**config.mk**
```make
export PLATFORM = sky130hd
export DESIGN_NAME = tdc_ctrl
export DESIGN_NICKNAME = d
export VERILOG_FILES = /design/src/rtl/tdc_ctrl.sv
export SDC_FILE = /design/constraint.sdc
export NUM_CORES = 1
export LEC_CHECK = 0
export ABC_AREA = 1
export BUFFER_PORTS_ARGS = -buffer_cell sky130_fd_sc_hd__buf_2
export CORE_MARGIN = 2
export CORE_UTILIZATION = 40
export DETAILED_ROUTE_END_ITERATION = 6
export GPL_TIMING_DRIVEN = 0
export PLACE_DENSITY_LB_ADDON = 0.2
export SYNTH_ARGS = -nofsm -noshare
export SYNTH_HDL_FRONTEND = slang
export SYNTH_SLANG_ARGS = --single-unit
```
**constraint.sdc**
```tcl
create_clock -name fpga_clk_i -period 4.6 [get_ports fpga_clk_i]
set_clock_uncertainty 0.1 [all_clocks]
set_input_delay 0.23 -clock fpga_clk_i [delete_from_list [all_inputs] [get_ports fpga_clk_i]]
set_output_delay 0.23 -clock fpga_clk_i [all_outputs]
set_load 0.1 [all_outputs]
```
**src/rtl/tdc_ctrl.sv**
```systemverilog
`default_nettype none
// ============================================================================
//  Module   : tdc_ctrl
//  Purpose  : ADPLL phase-error sequencer. Opens a counting window on the
//             first of the reference / feedback edge pulses, closes it on the
//             other, averages 2^AVG_LOG2 signed samples and presents the
//             result over a valid/ready handshake.
//  Revision : 1.0 - initial release
// ============================================================================
module tdc_ctrl #(
    parameter int WIDTH    = 8,
    parameter int AVG_LOG2 = 2
) (
    input  logic             fpga_clk_i,
    input  logic             reset_i,
    input  logic             enable_i,
    input  logic             ref_edge_i,
    input  logic             fb_edge_i,
    output logic [WIDTH-1:0] err_o,
    output logic             err_valid_o,
    input  logic             err_ready_i,
    output logic             timeout_o,
    output logic             overrun_o
);

    localparam int CNTW = WIDTH - 1;
    localparam int ACCW = WIDTH + AVG_LOG2;
    // Sample counter keeps at least one bit so AVG_LOG2 = 0 still elaborates;
    // with a last-index of zero every sample then completes a result.
    localparam int SCW  = (AVG_LOG2 > 0) ? AVG_LOG2 : 1;

    localparam logic [CNTW-1:0] C_CNT_ONE = CNTW'(1);
    localparam logic [CNTW-1:0] C_CNT_MAX = '1;   // 2^(WIDTH-1)-1 = saturation
    localparam logic [SCW-1:0]  C_SC_ONE  = SCW'(1);
    localparam logic [SCW-1:0]  C_SC_LAST = SCW'((1 << AVG_LOG2) - 1);

    localparam logic [1:0] S_IDLE     = 2'd0;
    localparam logic [1:0] S_MEAS_REF = 2'd1;
    localparam logic [1:0] S_MEAS_FB  = 2'd2;

    logic [1:0]              state_q, state_d;
    logic [CNTW-1:0]         cnt_q, cnt_d;
    logic signed [ACCW-1:0]  acc_q;
    logic [SCW-1:0]          scnt_q;
    logic [WIDTH-1:0]        err_q;
    logic                    err_valid_q;
    logic                    timeout_q;
    logic                    overrun_q;

    logic [CNTW-1:0]         w_cnt_inc;
    logic [WIDTH-1:0]        w_mag;
    logic                    w_sat;
    logic                    w_sample_vld;
    logic signed [WIDTH-1:0] w_sample;
    logic                    w_timeout;
    logic signed [ACCW-1:0]  w_sum;
    logic [WIDTH-1:0]        w_result;
    logic                    w_load;
    logic                    w_xfer;

    // State register
    always_ff @(posedge fpga_clk_i) begin
        if (reset_i) begin
            state_q <= S_IDLE;
        end else begin
            state_q <= state_d;
        end
    end

    // Next-state: a window closes on the opposite edge or on saturation
    always_comb begin
        state_d = state_q;
        if (!enable_i) begin
            state_d = S_IDLE;
        end else begin
            case (state_q)
                S_IDLE: begin
                    if (ref_edge_i && !fb_edge_i) begin
                        state_d = S_MEAS_REF;
                    end else if (fb_edge_i && !ref_edge_i) begin
                        state_d = S_MEAS_FB;
                    end
                end
                S_MEAS_REF: if (fb_edge_i || w_sat)  state_d = S_IDLE;
                S_MEAS_FB:  if (ref_edge_i || w_sat) state_d = S_IDLE;
                default:    state_d = S_IDLE;
            endcase
        end
    end

    // Outputs of the FSM: window counter, completed sample and saturation flag
    always_comb begin
        w_cnt_inc    = cnt_q + C_CNT_ONE;
        w_mag        = {1'b0, w_cnt_inc};
        w_sat        = (w_cnt_inc == C_CNT_MAX);
        w_sample_vld = 1'b0;
        w_sample     = '0;
        w_timeout    = 1'b0;
        cnt_d        = cnt_q;
        if (enable_i) begin
            case (state_q)
                S_IDLE: begin
                    cnt_d = '0;
                    // Coincident edges are a zero-length window
                    if (ref_edge_i && fb_edge_i) begin
                        w_sample_vld = 1'b1;
                    end
                end
                S_MEAS_REF: begin
                    cnt_d = w_cnt_inc;
                    if (fb_edge_i || w_sat) begin
                        w_sample_vld = 1'b1;
                        w_sample     = w_mag;
                        w_timeout    = !fb_edge_i;
                    end
                end
                S_MEAS_FB: begin
                    cnt_d = w_cnt_inc;
                    if (ref_edge_i || w_sat) begin
                        w_sample_vld = 1'b1;
                        w_sample     = -w_mag;
                        w_timeout    = !ref_edge_i;
                    end
                end
                default: cnt_d = '0;
            endcase
        end
    end

    // Average: the final sample is folded in combinationally before the shift
    always_comb begin
        w_sum    = acc_q + ACCW'(w_sample);
        w_result = WIDTH'(w_sum >>> AVG_LOG2);
        w_load   = w_sample_vld && (scnt_q == C_SC_LAST);
        w_xfer   = err_valid_q && err_ready_i;
    end

    // Window counter, accumulator and sample count
    always_ff @(posedge fpga_clk_i) begin
        if (reset_i) begin
            cnt_q     <= '0;
            acc_q     <= '0;
            scnt_q    <= '0;
            timeout_q <= 1'b0;
        end else begin
            cnt_q     <= cnt_d;
            timeout_q <= w_timeout;
            if (!enable_i) begin
                acc_q  <= '0;
                scnt_q <= '0;
            end else if (w_sample_vld) begin
                if (scnt_q == C_SC_LAST) begin
                    acc_q  <= '0;
                    scnt_q <= '0;
                end else begin
                    acc_q  <= w_sum;
                    scnt_q <= scnt_q + C_SC_ONE;
                end
            end
        end
    end

    // Result register and handshake; a result arriving into a full,
    // non-draining register is dropped and flagged
    always_ff @(posedge fpga_clk_i) begin
        if (reset_i) begin
            err_q       <= '0;
            err_valid_q <= 1'b0;
            overrun_q   <= 1'b0;
        end else if (w_load) begin
            if (!err_valid_q || w_xfer) begin
                err_q       <= w_result;
                err_valid_q <= 1'b1;
            end else begin
                overrun_q <= 1'b1;
            end
        end else if (w_xfer) begin
            err_valid_q <= 1'b0;
        end
    end

    assign err_o       = err_q;
    assign err_valid_o = err_valid_q;
    assign timeout_o   = timeout_q;
    assign overrun_o   = overrun_q;

endmodule
`default_nettype wire

```
* Word level (Yosys, flattened, before mapping)
Cells that the tools add are included.
** Word-level totals
- Input port bits :: 6
- Output and inout port bits :: 11
- Bits in registers :: 32
- Word-level logic and storage cells :: 64
** Cells by class
- Multiplexer cells :: 23
- Reduce and logical (&&, ||, !) cells :: 19
- Bitwise gates (word level) :: 2
- Equality and inequality tests :: 8
- $add $sub $neg :: 4
** Operator list (number)
- $mux W8 :: 2
- $pmux W8 S2 :: 1
- $mux W7 :: 2
- $add A10 B8 Y10 :: 1
- $mux W10 :: 1
- $mux W2 :: 5
- $mux W1 :: 9
- $neg A7 Y8 :: 1
- $add A7 B1 Y7 const B :: 1
- $eq A7 B7 Y1 const B :: 1
- $pmux W2 S3 :: 1
- $reduce_and A2 Y1 :: 3
- $logic_and A1 B1 Y1 :: 5
- $eq A2 B2 Y1 const B :: 2
- $ne A2 B2 Y1 const B :: 2
- $reduce_or A2 Y1 :: 2
- $logic_not A1 Y1 :: 3
- $logic_or A1 B1 Y1 :: 3
- $ne A3 B3 Y1 const B :: 1
- $pmux W1 S3 :: 1
- $reduce_and A3 Y1 :: 1
- $add A2 B1 Y2 const B :: 1
- $eq A2 B1 Y1 const B :: 1
- $logic_not A2 Y1 :: 1
- other kinds (4) :: 5

* Depth between registers and ports, before layout
- Depth in word-level cells :: 9
- Gate-level depth with buffers :: 22
- Depth with buffers taken out :: 22

* Worst setup path before layout
OpenSTA, ideal clock, no wires.
- Kind :: flip-flop to flip-flop
- From :: register cnt_q[0]
- To :: register err_q[4], in the netlist err_o[4]
- Path slack :: 1383 ps
- Setup time :: 70 ps
- Period minus slack after synthesis :: 3217 ps
- Path buffers :: 0
- Data required time :: 4430 ps
- Arrival time :: 3046 ps
- Stages on the path, launching flop included :: 22
- Cells stage by stage :: dfxtp_1 -> ha_1 -> inv_2 -> nand2_2 -> nand2_1 -> nor2_1 -> nand2_1 -> nor2_2 -> nand2_2 -> nand2_2 -> nand2_2 -> inv_1 -> nand2_1 -> o32ai_1 -> fa_1 -> a21oi_1 -> o21bai_1 -> a21oi_1 -> o21ai_0 -> xor2_1 -> nand3_1 -> a21oi_1
** Between the ends
- Cells in the longest elaborated chain, start to end :: 8
- Elaborated cells between the ends (all ways) :: 16
- Those cells by class :: 3 x add/sub; 1 x eq/ne; 8 x mux; 4 x reduce/logical
** Ends and longest elaborated chain
- from (decl) :: RTL line 42 : logic [CNTW-1:0] cnt_q, cnt_d;
- from (signal assigned) :: RTL line 146 : cnt_q <= cnt_d;
- $add A7 B1 Y7 * :: RTL line 93 : w_cnt_inc = cnt_q + C_CNT_ONE;
- branches (longest 7 deep; another with $add A10 B8 Y10)
- to (signal assigned) :: RTL line 172 : err_q <= w_result;
- to (decl) :: RTL line 45 : logic [WIDTH-1:0] err_q;
Mark *: on every way between the ends.
A chain may end at the register's enable or synchronous reset.

* Final worst setup path
- From :: register cnt_q[0]
- To :: register err_q[5], in the netlist err_o[5]
Same word-level chain as after synthesis.

==> flow_metrics.env <==
export IMPL_outcome="finished clean"
export IMPL_fin_crit_sh=0.838
export IMPL_r2r_end="err_o[5]"
export IMPL_io_pin_count=17
export IMPL_finalPower_mw=0.620
export IMPL_synth_edf_count=0
export IMPL_dieHeight_um=76.6
export IMPL_powerDensity_nw_per_um2=260
export IMPL_root_buffer="clkbuf_8"
export IMPL_drt_iter0_markers=87
export IMPL_wl_per_cell_um=12.0
export IMPL_grt_usage=0.168
export IMPL_layout_min_cycle_time_ns=3.85
export IMPL_cts_htree_levels=2
export IMPL_r2r_cells=22
export IMPL_initial_utilization=0.413
export IMPL_min_path_cells=4
export IMPL_grt_max_degree=12
export IMPL_timing_setup_tns_ns=0
export IMPL_fin_nets=343
export IMPL_synthArstFlopShare=0
export IMPL_holdCritPathClass="in2reg"
export IMPL_synth_most_common_cell="nand2_1"
export IMPL_end_kind="flop"
export IMPL_setup_worst_path_start_class="flop"
export IMPL_dp_slack_ns=0.761
export IMPL_post_cts_setup_buffers=0
export IMPL_core_rowCount=26
export IMPL_path_class="reg2reg"
export IMPL_drive_gt1_frac=0.135
export IMPL_cts_tree="yes"
export IMPL_cts_buffers=5
export IMPL_final_antenna_net_count=0
export IMPL_p_leak_nw=1.06
export IMPL_ff_latch_area_sq_um=641
export IMPL_rsz0062_at_grt="false"
export IMPL_synthFlopType="dfxtp_1"
export IMPL_drv_cap=0
export IMPL_tightestPinTransition_ns=0.548
export IMPL_hold_viol_final=0
export IMPL_grt_overflow=0
export IMPL_seq_area_frac_synth=0.303
export IMPL_route_detailed_drc=0
export IMPL_r2r_slack_ns=0.75
export IMPL_antenna_found_initial=0
export IMPL_synth_area_leaders="dfxtp_1 30%, nand2_1 12%, ha_1 11%"
export IMPL_dieWidth_um=76.6
export IMPL_setup_viol=0
export IMPL_cp_slowest_stage_delay_ns=0.51
export IMPL_arrival_ns=3.90
export IMPL_fmax_ghz=0.260
export IMPL_numPortBuffers=15
export IMPL_worst_hold_path_endpoint="overrun_o"
export IMPL_synth_largest_area_cell="dfxtp_1"
export IMPL_syn_area_per_cell_sq_um=7.13
export IMPL_final_max_slew_viol_count=0
export IMPL_clock_sinks=32
export IMPL_required_ns=4.65
export IMPL_cp_slowest_cell="o32ai_1"
export IMPL_crit_path_start="cnt_q[0]"
export IMPL_synth_common_cells="68 x nand2_1, 38 x a21oi_1, 37 x inv_1, 32 x dfxtp_1, 21 x nand3_1"
export IMPL_holdWs_ns=0.117
export IMPL_gp_congestion=0.841
export IMPL_vdd_ir_drop_worst_uv=155
export IMPL_diodes=0
export IMPL_fillCellCount=550
export IMPL_min_delay_start="err_ready_i"
export IMPL_syn_inst=296
export IMPL_dr_pass1_iters=5
export IMPL_vias_per_cell=4.89
export IMPL_crit_chain="ha_1 > inv_2 > nand2_2 > nand2_1 > nor2_1 > nand2_1 > nor2_2 > nand2_2 > nand2_2 > nand2_2 > inv_1 > nand2_1 > o32ai_1 > ha_1 > a21oi_1 > and2_1 > o21ai_0 > a21o_1 > xor2_1 > inv_1 > nand3_1 > a21oi_1"
export IMPL_yosys_warnings=0
export IMPL_multi_input_area_sq_um=1280
export IMPL_grt_pass1_vias=1748
export IMPL_synth_cell_types=37
export IMPL_max_clock_path_buffers=2
export IMPL_clock_latency_ns=0.29
export IMPL_rr_startpoint="cnt_q[0]"
export IMPL_cts_resized_gates=0
export IMPL_netlist_area_sq_um=2110
export IMPL_wl_um=4670
export IMPL_dpl_cell_area_sq_um=2270
export IMPL_vias=1904
export IMPL_ys_ff_latch=32
export IMPL_cp_max_fo=7
export IMPL_synth_top_area_frac=0.303
export IMPL_grt_pass1_wl_um=7960
export IMPL_final_area_sq_um=2380
export IMPL_die_area_sq_um=5870
export IMPL_critical_path_top_delay_family="compound AO/OA/AOI/OAI gates"
export IMPL_ctsHoldBuffers=0
export IMPL_place_hpwl_um=3530
export IMPL_syn2layout_area_growth_pct=13.0
export IMPL_core_area_sq_um=5110
export IMPL_clk_pin_slew_ns=0.07
export IMPL_layout_setup_ws_ns=0.747
export IMPL_cp_common_cell="nand2_2"
export IMPL_worst_path_buf_inv=3
export IMPL_synth_nets=321
export IMPL_slew_headroom=0.633
==> flip-flops by register name (all words and copies together) (netlist names) <==
name	count
acc_q	10
timeout_o	1
cnt_q	7
err_valid_o	1
overrun_o	1
state_q	2
scnt_q	2
err_o	8
==> how the worst max path moves through the flow <==
| stage | to | slack (ns) | depth (start not counted) |
|---|---|---|---|
| floorplan | err_o[4] | 1.38 | 21 |
| global placement | err_o[5] | 0.80 | 20 |
| detailed placement | err_o[5] | 0.76 | 22 |
| CTS | err_o[5] | 0.74 | 22 |
| global route | err_o[6] | 0.35 | 19 |
| finish | err_o[5] | 0.75 | 22 |
==> cell usage in the layout (no fill, tap or decap), types with 2 or more instances in the layout <==
cell type	n
clkbuf_8	5
nand2_1	68
a21oi_1	38
nor2_4	2
o21bai_1	3
nand4_1	4
nand2_2	7
ha_1	18
buf_2	15
nor2_1	15
dfxtp_1	32
o21ai_0	8
nor3_1	2
o22ai_1	4
nand2_4	2
nand3_1	21
a22o_1	2
buf_6	2
xor2_1	9
a21o_1	2
inv_1	37
clkinv_1	3
==> layout make-up <==
cell class	instances	share of cell area
plain buffers	5	0.0157
clock buffers	5	0.0289
clock inverters	3	0.0178
inverters	41	0.0645
multi-input cells	218	0.536
flip-flops and latches	32	0.269
well taps	70	0.0367
repair buffers	15	0.0315
==> worst reg2reg max path, stage by stage (launching register included) <==
cell     delay, ns
dfxtp_1       0.46
ha_1          0.32
inv_2         0.05
nand2_2       0.07
nand2_1       0.07
nor2_1        0.09
nand2_1       0.07
nor2_2        0.12
nand2_2       0.11
nand2_2       0.11
nand2_2       0.09
inv_1         0.09
nand2_1       0.13
o32ai_1       0.51
ha_1          0.25
a21oi_1       0.07
and2_1        0.16
o21ai_0       0.31
a21o_1        0.18
xor2_1        0.14
inv_1         0.07
nand3_1       0.07
a21oi_1       0.08
==> per-stage QoR <==
| stage | util | instances |
|---|---|---|
| 2_1_floorplan | - | 296 |
| 4_1_cts | 0.467 | 389 |
| 6_report | 0.467 | 389 |
| 3_5_place_dp | 0.445 | 381 |
| 3_3_place_gp | 0.445 | 381 |
| 5_1_grt | 0.467 | 389 |
==> cell families (layout without fill, tap and decap cells) <==
logic type / count (synthesis) / after routing / synth area share
AOI/OAI and AO/OA: 62 / 62 / 0.164
buffers and inverters: 46 / 69 / 0.0907
xor gates and xnor gates: 10 / 10 / 0.0415
adders and majority gates: 19 / 19 / 0.116
and+or+nand+nor: 127 / 127 / 0.284
DFF: 32 / 32 / 0.303
==> report_power, final <==
group	internal (mW)	switching, mW	leakage, nW
logic	0.0203	0.0406	0.745
registers	0.280	0.00286	0.258
clock network	0.160	0.116	0.0541
==> metal layers <==
| layer | routed length [um] | part of all wire | GRT usage | vias up |
|---|---|---|---|---|
| li1 | - | - | - | 1017 |
| met1 | 2270 | 0.49 | 0.219 | 849 |
| met2 | 2170 | 0.46 | 0.282 | 32 |
| met3 | 191 | 0.041 | 0.0367 | 6 |
| met4 | 45 | 0.0096 | 0.0436 | 0 |
| met5 | 0 | 0 | 0 | - |
Note: power is estimated with default switching activity, not from simulation.
